===== src/rtl/serial_adder_pkg.sv =====
// rtl/serial_adder_pkg.sv - shared types and limits for the bit-serial adder
package serial_adder_pkg;

  localparam int SA_MAX_WIDTH = 32;

  typedef enum logic [1:0] {
    IDLE  = 2'd0,
    SHIFT = 2'd1,
    DONE  = 2'd2
  } sa_state_t;

endpackage


===== src/rtl/serial_adder_if.sv =====
// rtl/serial_adder_if.sv - request/result bundle for the bit-serial adder
interface serial_adder_if #(
  parameter int WIDTH = 8
);
  logic             start;
  logic [WIDTH-1:0] a;
  logic [WIDTH-1:0] b;
  logic             cin;
  logic             busy;
  logic             done;
  logic [WIDTH-1:0] sum;
  logic             cout;

  modport master (output start, a, b, cin, input busy, done, sum, cout);
  modport slave  (input start, a, b, cin, output busy, done, sum, cout);
endinterface


===== src/rtl/serial_adder_fa_cell.sv =====
// rtl/serial_adder_fa_cell.sv - combinational full-adder cell
module fa_cell (
  input  logic x0,
  input  logic x1,
  input  logic x2,
  output logic s,
  output logic c
);
  assign s = x0 ^ x1 ^ x2;
  assign c = (x0 & x1) | (x0 & x2) | (x1 & x2);
endmodule


===== src/rtl/serial_adder.sv =====
// rtl/serial_adder.sv - LSB-first bit-serial adder sequencing one full-adder cell
module serial_adder
  import serial_adder_pkg::*;
#(
  parameter int WIDTH = 8
) (
  input  logic           clk,
  input  logic           rst_n,
  serial_adder_if.slave  bus
);
  localparam int             CW   = $clog2(WIDTH);
  localparam logic [CW-1:0]  LAST = CW'(WIDTH - 1);

  if (WIDTH < 2 || WIDTH > SA_MAX_WIDTH) begin : g_width_check
    $error("serial_adder: WIDTH out of range");
  end

  sa_state_t        state;
  logic [WIDTH-1:0] a_sr;
  logic [WIDTH-1:0] b_sr;
  logic [WIDTH-1:0] s_sr;
  logic             carry;
  logic [CW-1:0]    cnt;
  logic [WIDTH-1:0] sum_q;
  logic             cout_q;
  logic             fa_s;
  logic             fa_c;

  fa_cell u_fa (
    .x0 (a_sr[0]),
    .x1 (b_sr[0]),
    .x2 (carry),
    .s  (fa_s),
    .c  (fa_c)
  );

  always_ff @(posedge clk or negedge rst_n) begin
    if (!rst_n) begin
      state  <= IDLE;
      a_sr   <= '0;
      b_sr   <= '0;
      s_sr   <= '0;
      carry  <= 1'b0;
      cnt    <= '0;
      sum_q  <= '0;
      cout_q <= 1'b0;
    end else begin
      case (state)
        IDLE, DONE: begin
          if (bus.start) begin
            a_sr  <= bus.a;
            b_sr  <= bus.b;
            carry <= bus.cin;
            cnt   <= '0;
            state <= SHIFT;
          end else begin
            state <= IDLE;
          end
        end
        SHIFT: begin
          a_sr  <= {1'b0, a_sr[WIDTH-1:1]};
          b_sr  <= {1'b0, b_sr[WIDTH-1:1]};
          s_sr  <= {fa_s, s_sr[WIDTH-1:1]};
          carry <= fa_c;
          // Result registers only move on the final bit so partial sums never leak out.
          if (cnt == LAST) begin
            state  <= DONE;
            sum_q  <= {fa_s, s_sr[WIDTH-1:1]};
            cout_q <= fa_c;
          end else begin
            cnt <= cnt + CW'(1);
          end
        end
        default: state <= IDLE;
      endcase
    end
  end

  assign bus.busy = (state == SHIFT);
  assign bus.done = (state == DONE);
  assign bus.sum  = sum_q;
  assign bus.cout = cout_q;

endmodule


===== src/flat_wrapper.sv =====
// flat-port wrapper written by rule: the top's interface ports become plain ports
module serial_adder_flat import serial_adder_pkg::*;
#(
  parameter int WIDTH = 8
)
  (clk, rst_n, bus_start, bus_a, bus_b, bus_cin, bus_busy, bus_done, bus_sum, bus_cout);
  serial_adder_if #(.WIDTH(WIDTH)) bus_i ();
  input  logic clk;
  input  logic rst_n;
  input wire logic [$bits(bus_i.start)-1:0] bus_start;
  input wire logic [$bits(bus_i.a)-1:0] bus_a;
  input wire logic [$bits(bus_i.b)-1:0] bus_b;
  input wire logic [$bits(bus_i.cin)-1:0] bus_cin;
  output wire logic [$bits(bus_i.busy)-1:0] bus_busy;
  output wire logic [$bits(bus_i.done)-1:0] bus_done;
  output wire logic [$bits(bus_i.sum)-1:0] bus_sum;
  output wire logic [$bits(bus_i.cout)-1:0] bus_cout;
  assign bus_i.start = bus_start;
  assign bus_i.a = bus_a;
  assign bus_i.b = bus_b;
  assign bus_i.cin = bus_cin;
  assign bus_busy = bus_i.busy;
  assign bus_done = bus_i.done;
  assign bus_sum = bus_i.sum;
  assign bus_cout = bus_i.cout;
  serial_adder #(.WIDTH(WIDTH)) u_core (.clk(clk), .rst_n(rst_n), .bus(bus_i));
endmodule

===== config.mk =====
export PLATFORM = sky130hd
export DESIGN_NAME = serial_adder_flat
export DESIGN_NICKNAME = d
export VERILOG_FILES = /design/src/rtl/serial_adder_pkg.sv /design/src/rtl/serial_adder_if.sv /design/src/rtl/serial_adder_fa_cell.sv /design/src/rtl/serial_adder.sv /design/src/flat_wrapper.sv
export SDC_FILE = /design/constraint.sdc
export NUM_CORES = 1
export LEC_CHECK = 0
export CAP_MARGIN = 10
export CORE_MARGIN = 5
export CORE_UTILIZATION = 56
export CTS_CLUSTER_DIAMETER = 120
export DETAILED_ROUTE_END_ITERATION = 6
export PLACE_DENSITY = 0.84
export SYNTH_ARGS = -nofsm -noshare
export SYNTH_HDL_FRONTEND = slang
export SYNTH_HIERARCHICAL = 1
export SYNTH_SLANG_ARGS = --single-unit

===== constraint.sdc =====
create_clock -name clk -period 3.2 [get_ports clk]
set_clock_uncertainty 0.1 [all_clocks]
set_input_delay 0.32 -clock clk [delete_from_list [all_inputs] [get_ports clk]]
set_output_delay 0.32 -clock clk [all_outputs]
set_load 0.05 [all_outputs]

==> results of run 1 <==
-- area by class of cell --
class                   count  area share (%)
well taps                  44            2.51
clock buffers               6            2.34
repair buffers             34            14.9
multi-input cells         108            34.9
inverters                   7            1.43
clock inverters             2           0.570
flip-flops and latches     38            43.3
-- routing by layer --
metal	vias up	share of wire (%)	routed length, um
li1	620	-	-
met1	644	42	1490
met2	49	49	1730
met3	7	6.3	222
met4	0	2.0	70
met5	-	0	0
-- worst min-delay path by stage --
stage	to	start	slack [ns]
final	u_core/cnt[0]$_DFFE_PN0P_	u_core/cnt[0]$_DFFE_PN0P_	0.39
after global placement	u_core/bus.sum[0]$_DFFE_PN0P_	rst_n	0.36
after floorplan	u_core/a_sr[0]$_DFFE_PN0P_	rst_n	-0.08
after global routing	u_core/cnt[0]$_DFFE_PN0P_	u_core/cnt[0]$_DFFE_PN0P_	0.41
after CTS	u_core/cnt[0]$_DFFE_PN0P_	u_core/cnt[0]$_DFFE_PN0P_	0.39
after detailed placement	u_core/s_sr[2]$_DFFE_PN0N_	rst_n	0.37
-- registers in the layout, indices dropped and copies added (netlist names) --
name             flops
u_core/a_sr          8
u_core/b_sr          8
u_core/bus.sum       8
u_core/s_sr          7
u_core/cnt           3
u_core/state         2
u_core/bus.cout      1
u_core/carry         1
-- layout by cell type (no fill, tap or decap), types with 2 or more instances in the layout --
cell | synthesis | layout
sky130_fd_sc_hd__a211oi_1 | 10 | 10
sky130_fd_sc_hd__a21oi_1 | 17 | 17
sky130_fd_sc_hd__buf_4 | 1 | 3
sky130_fd_sc_hd__clkbuf_4 | 0 | 5
sky130_fd_sc_hd__clkdlybuf4s50_1 | 0 | 29
sky130_fd_sc_hd__dfrtp_1 | 38 | 38
sky130_fd_sc_hd__ha_1 | 2 | 2
sky130_fd_sc_hd__inv_1 | 6 | 6
sky130_fd_sc_hd__mux2_4 | 9 | 9
sky130_fd_sc_hd__mux2i_1 | 12 | 12
sky130_fd_sc_hd__nand2_1 | 23 | 23
sky130_fd_sc_hd__nand3_1 | 8 | 8
sky130_fd_sc_hd__nor2_1 | 3 | 3
sky130_fd_sc_hd__nor2b_1 | 11 | 11
sky130_fd_sc_hd__o21ai_0 | 2 | 2
sky130_fd_sc_hd__o22ai_1 | 4 | 4
-- cells by family (layout without fill, tap and decap cells) --
kind of cell / after synthesis / count (layout)
buffers and inverters: 16 / 49
and+or+nand+nor: 49 / 49
adders and majority gates: 3 / 3
muxes: 21 / 21
DFF: 38 / 38
AOI/OAI and AO/OA: 35 / 35
-- power breakdown --
part | leakage [nW] | internal (mW) | switching (mW)
Combinational | 0.496 | 0.449 | 0.577
Clock | 0.0343 | 0.106 | 0.161
Sequential | 0.466 | 0.702 | 0.163
Total | 0.997 | 1.26 | 0.902
-- timing repair --
action	CTS	global route
setup buffers	0	0
hold buffers	1	0
endpoints found under the hold margin	38	0
resized for setup	0	0
==> reports/results.txt, run 1 <==
The count of final max-slew check failures was 0; the final-report setup violation count was 0. The relative slew slack is 44.8%. The area of all sequential standard cells came out at 951 um2. For the number of clock buffers inserted by TritonCTS, the log shows 5. Setup repair after global routing left no endpoint under its margin.

The mux contribution to synthesized area came out at 14.2%. The worst setup path is of the flip-flop to primary output kind. Tracing the worst setup path back leads to its startpoint at u_core/state[0]$_DFFE_PN0P_. The worst hold path cell count came out at 1. After the flow finishes, the layout carries non-filler instances totaling 239.

The number of antenna diodes in the final layout is 0. The clock passes through at most 2 buffers. For the worst setup path, the data arrival time is 2.14 ns. Once detail routing completed, the nets flagged for antenna violations numbered 0. The critical path buffer and inverter count was 2; the clock input transition at the sequential cells of the worst setup and hold paths was 0.11 ns. For this configuration, the core starts out at a cell density of 58.4%.

For this design the static power due to leakage is 0.997 nW. The run gives 31 as the boundary pin count. The synthesized netlist devotes 0% of its cell area to XOR and XNOR gates.

At the later pin of the worst-skew pair, clock insertion delay measures 0.35 ns. For the worst setup path, the data required time is 2.78 ns. Total of fill cells in the finished design: 220.

Yosys mapped a number of flops with a built-in enable equal to 0. In the post-synthesis netlist, the cell with the most instances is sky130_fd_sc_hd__dfrtp_1. Yosys mapped the design onto 26 distinct sky130hd cell types. Max-cap violations in this run came to 0. The tools report the overall power after layout as 2.16 mW. The flow ran to the end, and the final reports show no timing, DRC or antenna violations. The run gives 0.387 ns as the worst hold margin. The number of input and output port buffers inserted is 30. The worst-path cell with the longest stage delay was sky130_fd_sc_hd__clkdlybuf4s50_1.

The most used flip-flop cell after synthesis is sky130_fd_sc_hd__dfrtp_1. By area, the combinational part of the netlist is dominated by multiplexers. Synthesized area divided by synthesized cell count: 11.1 um2. The die boundary width came out at 66.7 um. Family with the most delay on the worst path: buffers and inverters.

Sorting the synthesized cells by how often they occur yields sky130_fd_sc_hd__dfrtp_1 (38), sky130_fd_sc_hd__nand2_1 (23), sky130_fd_sc_hd__a21oi_1 (17), sky130_fd_sc_hd__mux2i_1 (12), sky130_fd_sc_hd__nor2b_1 (11). OpenSTA, run right after detailed placement, puts the worst setup slack at 1.05 ns. Counting every sink on the clock net gives 38. Adding up every negative setup slack in the final design gives 0 ns.

Synthesis handed over a netlist of 162 instances. The worst register-to-register path has a depth of 5. The maximum net fanout on the critical path came out at 25. In the routed layout, each cell is associated on average with a via count of 5.52. The run gives 30.6% as the met2 track demand over resource. The highest-utilization routing layer at the global route stage was met2. The count of warnings emitted by yosys is 6. The worst register-to-register path has a setup slack of 1.46 ns.

The worst path uses 79.9% of the clock period. Net count reported at finish: 217. The share of post-route cells with drive strength above 1 is 12.8%, and the layout overhead on the synthesized area is 22.1%. The initialized floorplan defines 20 standard-cell rows. Worst setup slack after layout: 0.643 ns. The critical path goes through buf_4 > nor2b_1 > clkdlybuf4s50_1. The first detailed-routing pass took 4 iterations.

The tools report the placed standard-cell area as 2120 um2. For this block, the initial DRC count from the detailed router was 80. Once placement completed, the tool counted placed cells totaling 230. The total detailed-routing wirelength is 3510 um. The tools report the launching element type of the critical path as a flip-flop.

The achievable clock frequency is 391 MHz. The tools report the critical path endpoint as bus_done. TritonCTS built the clock tree. The tools report the kind of capture point of the worst setup path as a primary output. The count of endpoints failing hold in the final timing report came out at 0.

At the pin with the least slew margin, the transition time is 0.829 ns. The global-route usage over all layers was 18.1%; the aggregate global routing overflow was 0. Counting flops with an async set or reset pin after synthesis yields a share of 100%. The run gives 0 as the initial antenna violation count. The top cell type by area accounts for 52.9% of the synthesized area. Global-route wire length before repair: 6020 um. The number of global-route vias before repair was 1,365. The synthesized netlist devotes 2.51% of its cell area to adder and majority cells. The worst register-to-register path ends at u_core/cnt[0]$_DFFE_PN0P_.

Summing the areas of all compound-gate instances in the mapped netlist gives 11.8% of the synthesized area. The depth of the critical timing path with buffers and inverters included is 3, and the simple-gate portion of the synthesized area is 14.1%. The worst register-to-register path begins at u_core/cnt[0]$_DFFE_PN0P_.

For this run, global-route usage on met1 was measured as 20.8%. After detailed routing, the number of remaining DRC violations is 0. Dividing total power by cell area gives a power density of 983 nW/um2. The tools report the multi-input combinational cell area as 766 um2.

The clock tree synthesis step divided the H-tree into 2 levels. For the core occupancy in the finished layout, the log shows 71.3%. Routed length per instance: 14.7 um.

The tree is rooted in a sky130_fd_sc_hd__clkbuf_4. For the largest net degree at the start of global routing, the log shows 39. The largest single stage delay on the critical path is 0.83 ns.

The cell type with the largest total area after synthesis was sky130_fd_sc_hd__dfrtp_1. For the global placement routability congestion, the log shows 0.741. The class of the tightest hold or removal check was flip-flop to flip-flop. The run gives 52.9% as the post-synthesis sequential area ratio.

The total area inside the core boundary comes to 3080 um2. The detailed router placed 1,320 vias in this run. The number of nets in the synthesized netlist is 185.

After synthesis the cells add up to 1800 um2. With fillers left out, the area of the finished cells amounts to 2190 um2. Sorting the synthesized cells by area gives the leading types as sky130_fd_sc_hd__dfrtp_1 (53%), sky130_fd_sc_hd__mux2_4 (7.5%), sky130_fd_sc_hd__mux2i_1 (6.7%). The die boundary height came out at 66.7 um.

The met3 usage in global routing was 5.73%. The floorplan step defined a die boundary enclosing 4440 um2. Counting flops and latches in the post-synthesis netlist gives 38. The routed design could run at a clock period as short as 2.56 ns. IR analysis of the VDD net gives a maximum drop of 444 uV.
Note: power is estimated with default switching activity, not from simulation.
==> run 2: changes to the inputs <==
--- a/config.mk
+++ b/config.mk
@@ -7,10 +7,10 @@
 export LEC_CHECK = 0
 export CAP_MARGIN = 10
 export CORE_MARGIN = 5
-export CORE_UTILIZATION = 56
+export CORE_UTILIZATION = 47
 export CTS_CLUSTER_DIAMETER = 120
 export DETAILED_ROUTE_END_ITERATION = 6
-export PLACE_DENSITY = 0.84
+export PLACE_DENSITY = 0.75
 export SYNTH_ARGS = -nofsm -noshare
 export SYNTH_HDL_FRONTEND = slang
 export SYNTH_HIERARCHICAL = 1
==> constraint.sdc (replaced) <==
create_clock -name clk -period 2.3 [get_ports clk]
set_clock_uncertainty 0.1 [all_clocks]
set_input_delay 0.23 -clock clk [delete_from_list [all_inputs] [get_ports clk]]
set_output_delay 0.23 -clock clk [all_outputs]
set_load 0.05 [all_outputs]
==> run 2 against run 1 <==
Compared with the run above:
- die area increased by 16%
- combinational power grew 39%
- clock-buffer cell count did not move
- power increased by 42%
- clock power up 65%
- sequential power grew 38%
- design area grew 1.4%
- wire length is 4.9% lower
- via count is 5.4% lower
- global-route usage decreased by 3.4 points
- largest power group unchanged
==> reports/results.txt, run 2 (synthesis gave the netlist of run 1 again) <==
The flow ran to the end, and the final reports show no timing, DRC or antenna violations. After legalization and detailed placement, the total HPWL measured 2410 um. The run gives 5160 um2 as the die area. The logs give 0 for the count of inserted antenna diode cells and 241 for the number of non-filler instances in the completed layout.

The number of violations reported at the end of detailed-routing iteration 0 is 107. For the number of clock sinks seen by CTS, the log shows 38. The worst setup path is captured at a primary output.

Die boundary height: 71.9 um. The critical path in this run is classified as flip-flop to primary output. Terminus of the critical flop-to-flop path: u_core/cnt[0]$_DFFE_PN0P_. Setup repair after global routing left no endpoint under its margin.

The tools report the worst setup slack after layout as 0.521 ns. Prior to clock tree synthesis, the placed netlist has a worst setup slack of 0.591 ns. In this run, CTS created clock tree buffers numbering 5. Power spread over the standard cell area amounts to 1370 nW/um2.

The worst stage delay on the critical path was 0.81 ns. The worst hold path cell count works out to 1. The worst hold margin is 0.387 ns.

In this run the static leakage power is 1.01 nW. The floorplan has 22 rows. The number of input and output port buffers inserted is 30, and the overall power after layout is 3.06 mW.

Leaving out fill and tap cells, the most frequent cell in the layout is sky130_fd_sc_hd__dfrtp_1. The depth of the most critical reg-to-reg path was 5. At the pin with the least slew margin, the transition time is 0.834 ns. The via density per instance is 5.18, and the boundary pin count is 31. Max-cap violations in this run came to 0. The summed negative setup slack over all endpoints was 0 ns. For the starting density of the core, the log shows 48.7%.

For hold timing, the worst endpoint is u_core/cnt[0]$_DFFE_PN0P_. The logs give 1.97 ns for the required time at the endpoint of the critical path and 0 for the count of endpoints failing hold in the final timing report. In the final routed layout, each cell accounts on average for 13.9 um.

For this run, design rule violations remaining after detail routing come to 0. The tools report the setup slack on the worst flop-to-flop path as 0.58 ns. The maximum net fanout on the critical path works out to 2. The final layout contains 217 nets. The class of the tightest hold or removal check is flip-flop to flip-flop. In the layout the commonest cells are sky130_fd_sc_hd__dfrtp_1 (38), sky130_fd_sc_hd__clkdlybuf4s50_1 (27), sky130_fd_sc_hd__nand2_1 (23), sky130_fd_sc_hd__a21oi_1 (17), sky130_fd_sc_hd__mux2i_1 (12). The clock input transition at the sequential cells of the worst setup and hold paths works out to 0.06 ns. The run gives 313 as the total of fill cells in the finished design. The tools report the count of final max-slew check failures as 0.

The post-route netlist has 13.0% of its cells at a drive strength greater than 1. STA classifies the critical path startpoint as a flip-flop. The start point of the worst min-delay path is u_core/cnt[0]$_DFFE_PN0P_. The H-tree generated during clock tree synthesis spans 2 levels. The final period demand of the worst path was 1.78 ns. The latest clock arrival within the worst-skew pair was 0.29 ns.

The initial antenna violation count was 0; the global placement routability congestion was 0.738. The core region is 3690 um2. For the number of global-route vias before repair, the log shows 1,279.

Setup violations remaining at the end of the flow were counted as 0. For the total detailed-routing wirelength, the log shows 3340 um. VDD sags by at most 565 uV. The placed instance count is 234. TritonCTS built the clock tree.

From left edge to right edge, the die measures 71.9 um. The first global-routing pass estimated 5840 um of wire. In this run the deepest clock path goes through 2 buffers. The first-pass iteration count of the detailed router is 4.

Worst-path cell with the longest stage delay: sky130_fd_sc_hd__clkdlybuf4s50_1. The worst reg2reg path startpoint is u_core/cnt[0]$_DFFE_PN0P_. The tools report the arrival time at the worst endpoint as 1.45 ns.

For the global-route usage over all layers, the log shows 14.7%. Post-route antenna net violation count: 0. After global routing the overflow that remains totals 0.

The family with the most delay on the worst path was buffers and inverters. The worst path uses 77.3% of the clock period. The layout overhead on the synthesized area was 23.8%. For this block, the via count after detailed routing is 1,249. CTS placed an instance of sky130_fd_sc_hd__clkbuf_8 at the clock tree root.

The relative slew slack was 44.4%; the largest net degree at the start of global routing was 39. Walking the worst path, the cells encountered are clkdlybuf4s50_1. Tracing the worst setup path back leads to its startpoint at u_core/bus.sum[7]$_DFFE_PN0P_. Derived from the worst setup path, the maximum achievable clock frequency is 562 MHz. The critical path buffer and inverter count came out at 1.
[run 2: per-layer routing]
metal	share of wire (%)	GRT usage [%]
met5	0	0
met4	2.6	7.52
met3	5.5	4.91
met2	48	23.5
met1	44	17.6
[run 2: how the worst max path moves through the flow]
stage / end / slack, ns / cells past startpoint
6_report: bus_sum[7] / 0.52 / 1
2_1_floorplan: bus_done / 0.55 / 3
4_1_cts: bus_sum[7] / 0.50 / 1
3_3_place_gp: u_core/cnt[0]$_DFFE_PN0P_ / 0.64 / 5
5_1_grt: bus_sum[0] / 0.47 / 1
3_5_place_dp: u_core/a_sr[0]$_DFFE_PN0P_ / 0.59 / 5
[run 2: final cells by class]
| cell class | count | area (um2) | area share [%] |
|---|---|---|---|
| Inverter | 7 | 31.3 | 1.41 |
| Clock buffer | 6 | 82.6 | 3.71 |
| Multi-Input combinational cell | 108 | 766 | 34.4 |
| Timing Repair Buffer | 34 | 335 | 15.1 |
| Sequential cell | 38 | 951 | 42.7 |
| Tap cell | 48 | 60.1 | 2.70 |
[run 2: report_power, final]
part	leakage (nW)	switching [mW]	total, mW	internal [mW]
registers	0.466	0.208	1.19	0.980
clock network	0.0431	0.209	0.440	0.231
logic	0.504	0.793	1.43	0.635
total	1.01	1.21	3.06	1.85
[run 2: metrics by stage]
step / cell area (um2) / util (%)
after floorplan: 1800 / -
after global placement: 2130 / 57.8
after detailed placement: 2130 / 57.8
after CTS: 2230 / 60.3
after global routing: 2230 / 60.3
final: 2230 / 60.3
[run 2: repair_timing]
item                                   CTS  global route
hold buffers                             1             0
gates resized for setup                  0             0
buffers inserted                         0             0
endpoints found under the hold margin   38             0
==> run 3: changes to the inputs <==
==> constraint.sdc (replaced) <==
create_clock -name clk -period 1.5 [get_ports clk]
set_clock_uncertainty 0.1 [all_clocks]
set_input_delay 0.15 -clock clk [delete_from_list [all_inputs] [get_ports clk]]
set_output_delay 0.15 -clock clk [all_outputs]
set_load 0.05 [all_outputs]
==> run 3 against run 2 <==
Compared with the run above:
- flip-flop and latch count stayed put
- register-to-register slack worse by 0.54 ns
- power is 70% higher
- critical path depth is 4 higher
- clock-buffer cell count is 1 higher
- critical endpoint is now u_core/cnt[0]$_DFFE_PN0P_
- utilization is 5.9 points higher
- highest routed layer unchanged
- die area stayed put
- first-iteration DRC count is 55% lower
- combinational power is 83% higher
==> reports/results.txt, run 3 (synthesis gave the netlist of run 1 again) <==
During I/O placement, the number of pins put on the boundary was 31. The first global-routing pass estimated 6500 um of wire. The first-pass iteration count of the detailed router is 4. 0 antenna diodes ended up in the layout. The tools report the net count reported at finish as 229. Dividing the detail-routed via count by the number of cells gives 5.24. The logs give 16.1% for the global-route usage over all layers and 0 for the post-route antenna net violation count.

CTS built an H-tree with a depth of 2. By startpoint and endpoint, the worst setup path is classified as flip-flop to flip-flop. In this run the horizontal extent of the chip is 71.9 um. The worst stage delay on the critical path is 0.39 ns, and the critical path buffer and inverter count is 0.

Summing all flip-flop and latch instances after layout gives 952 um2. The flow ran to the end, and the final reports show no timing, DRC or antenna violations. The tool flagged a number of max-cap violations equal to 0. On the final layout, the worst hold slack is 0.236 ns. The endpoint identified for the worst register-to-register timing path is u_core/cnt[0]$_DFFE_PN0P_. The multi-input combinational cells in the finished layout cover a total of 795 um2. The post-placement setup slack is -0.0929 ns, and the transition time at the pin with the least slew margin is 0.423 ns. In this run, CTS created clock tree buffers numbering 5. Clock latency on the worst-skew pair, taken at its later pin, is 0.28 ns. The count of final max-slew check failures is 0.

The run gives 48 as the number of violations reported at the end of detailed-routing iteration 0. Dividing total power by cell area gives a power density of 2130 nW/um2. Among cell families on the critical path, the largest total delay comes from flip-flops.

The aggregate global routing overflow came out at 0. TritonCTS built the clock tree. In this run the worst path has a maximum fanout of 3. For the total of fill cells in the finished design, the log shows 306. The layout overhead on the synthesized area is 36.0%, and the final-report setup violation count is 0. Worst-path cell with the longest stage delay: sky130_fd_sc_hd__dfrtp_1.

The wire-length estimate of the detail-placed layout is 2900 um. The most common library cell in the layout ignoring fill and taps was sky130_fd_sc_hd__dfrtp_1. The initialized floorplan defines 22 standard-cell rows. The tools report the die area as 5160 um2.

Final worst-path cycle share: 97.3%. The top cell types in the final layout, fill and taps aside, are sky130_fd_sc_hd__dfrtp_1 (37), sky130_fd_sc_hd__nand2_1 (23), sky130_fd_sc_hd__clkdlybuf4s50_1 (18), sky130_fd_sc_hd__buf_4 (16), sky130_fd_sc_hd__a21oi_1 (16). The worst reg2reg path startpoint was u_core/cnt[0]$_DFFE_PN0P_. The clock input transition at the sequential cells of the worst setup and hold paths is 0.07 ns, and the starting density of the core is 48.7%. Across the VDD grid, the largest voltage drop is 947 uV. The count of endpoints failing hold in the final timing report was 0. At the worst endpoint, the arrival time is 1.53 ns.

The kind of capture point of the worst setup path is a flip-flop. The summed negative setup slack over all endpoints was 0 ns; the setup slack on the worst flop-to-flop path was 0.04 ns. Based on the critical path, the design can be clocked at up to 685 MHz. In this run the static leakage power is 1.12 nW.

The longest clock path from root to sink contains 2 buffers. The share of post-route cells with drive strength above 1 was 25.1%. The area of the core region is 3690 um2, and the total vias in the final route is 1,337. The final routed DRC violation total came out at 0.

The signal on the critical path passes through ha_2 > ha_4 > or2_4 > a21oi_2 > a21oi_1. The count of buffers added on input and output ports is 30. The initial antenna violation count is 0. For the worst flop-to-flop path, the logic depth is 5. STA classifies the critical path startpoint as a flip-flop.

Data on the critical path is required at its endpoint by 1.57 ns. The final period demand of the worst path is 1.46 ns, and the largest net degree at the start of global routing is 22. The tree built by TritonCTS fans out to 38 sinks. Setup repair after global routing left no endpoint under its margin. The logs give 1,396 for the number of global-route vias before repair and 255 for the number of non-filler instances in the completed layout. The run gives 71.8% as the relative slew slack.

The tree is rooted in a sky130_fd_sc_hd__clkbuf_8. In this run, placement finished with an instance count of 245. Total detailed-routing wirelength: 3820 um. The path class of the tightest hold or removal check is input port to asynchronous set/reset pin. In this run the vertical extent of the chip is 71.9 um. The tools report the global placement routability congestion as 0.844. Routed length per instance: 15.0 um. For the worst setup slack after layout, the log shows 0.0411 ns.
[run 3: through the flow]
| step | instance area (um2) | util, % | power (mW) |
|---|---|---|---|
| after floorplan | 1820 | - | 3.47 |
| after CTS | 2430 | 65.9 | 5.25 |
| after global placement | 2330 | 63.1 | 4.35 |
| after detailed placement | 2330 | 63.1 | 4.52 |
| after global routing | 2440 | 66.3 | 5.55 |
| final | 2440 | 66.3 | 5.21 |
[run 3: layer usage]
layer | wire, um | track usage, % | share of wire [%]
met1 | 1680 | 19.7 | 44
met2 | 1900 | 27.6 | 50
met3 | 194 | 4.49 | 5.1
met4 | 44 | 5.01 | 1.2
met5 | 0 | 0 | 0
[run 3: power by group]
part | switching [mW] | total [mW] | internal, mW
logic | 1.30 | 2.61 | 1.31
clock network | 0.331 | 0.701 | 0.371
registers | 0.391 | 1.89 | 1.50
[run 3: area by class of cell]
class / instances / share of cell area (%)
inverters: 7 / 1.28
well taps: 48 / 2.46
clock buffers: 7 / 3.53
clock inverters: 1 / 0.205
flip-flops and latches: 38 / 38.9
multi-input cells: 108 / 32.5
repair buffers: 46 / 21.1
[run 3: worst max-delay path by stage]
stage / startpoint / endpoint / slack, ns / cells after the start
5_1_grt: u_core/cnt[0]$_DFFE_PN0P_ / u_core/cnt[0]$_DFFE_PN0P_ / 0.0004 / 5
4_1_cts: u_core/state[0]$_DFFE_PN0P_ / bus_done / 0.01 / 3
2_1_floorplan: u_core/cnt[0]$_DFFE_PN0P_ / u_core/cnt[0]$_DFFE_PN0P_ / 0.03 / 5
3_5_place_dp: bus_start / u_core/a_sr[1]$_DFFE_PN0P_ / -0.09 / 5
3_3_place_gp: bus_start / u_core/a_sr[5]$_DFFE_PN0P_ / -0.01 / 5
6_report: u_core/cnt[0]$_DFFE_PN0P_ / u_core/cnt[0]$_DFFE_PN0P_ / 0.04 / 5
[run 3: worst reg2reg max path, stage by stage, from the launching register on]
cell                      delay (ns)
sky130_fd_sc_hd__dfrtp_1        0.39
sky130_fd_sc_hd__ha_2           0.20
sky130_fd_sc_hd__ha_4           0.18
sky130_fd_sc_hd__or2_4          0.25
sky130_fd_sc_hd__a21oi_2        0.16
sky130_fd_sc_hd__a21oi_1        0.08
[run 3: what timing repair did]
item,in CTS,in global routing
buffers inserted,0,1
endpoints found under the setup margin,3,1
hold endpoints to repair,17,0
gates resized for setup,2,1
hold buffers,1,0
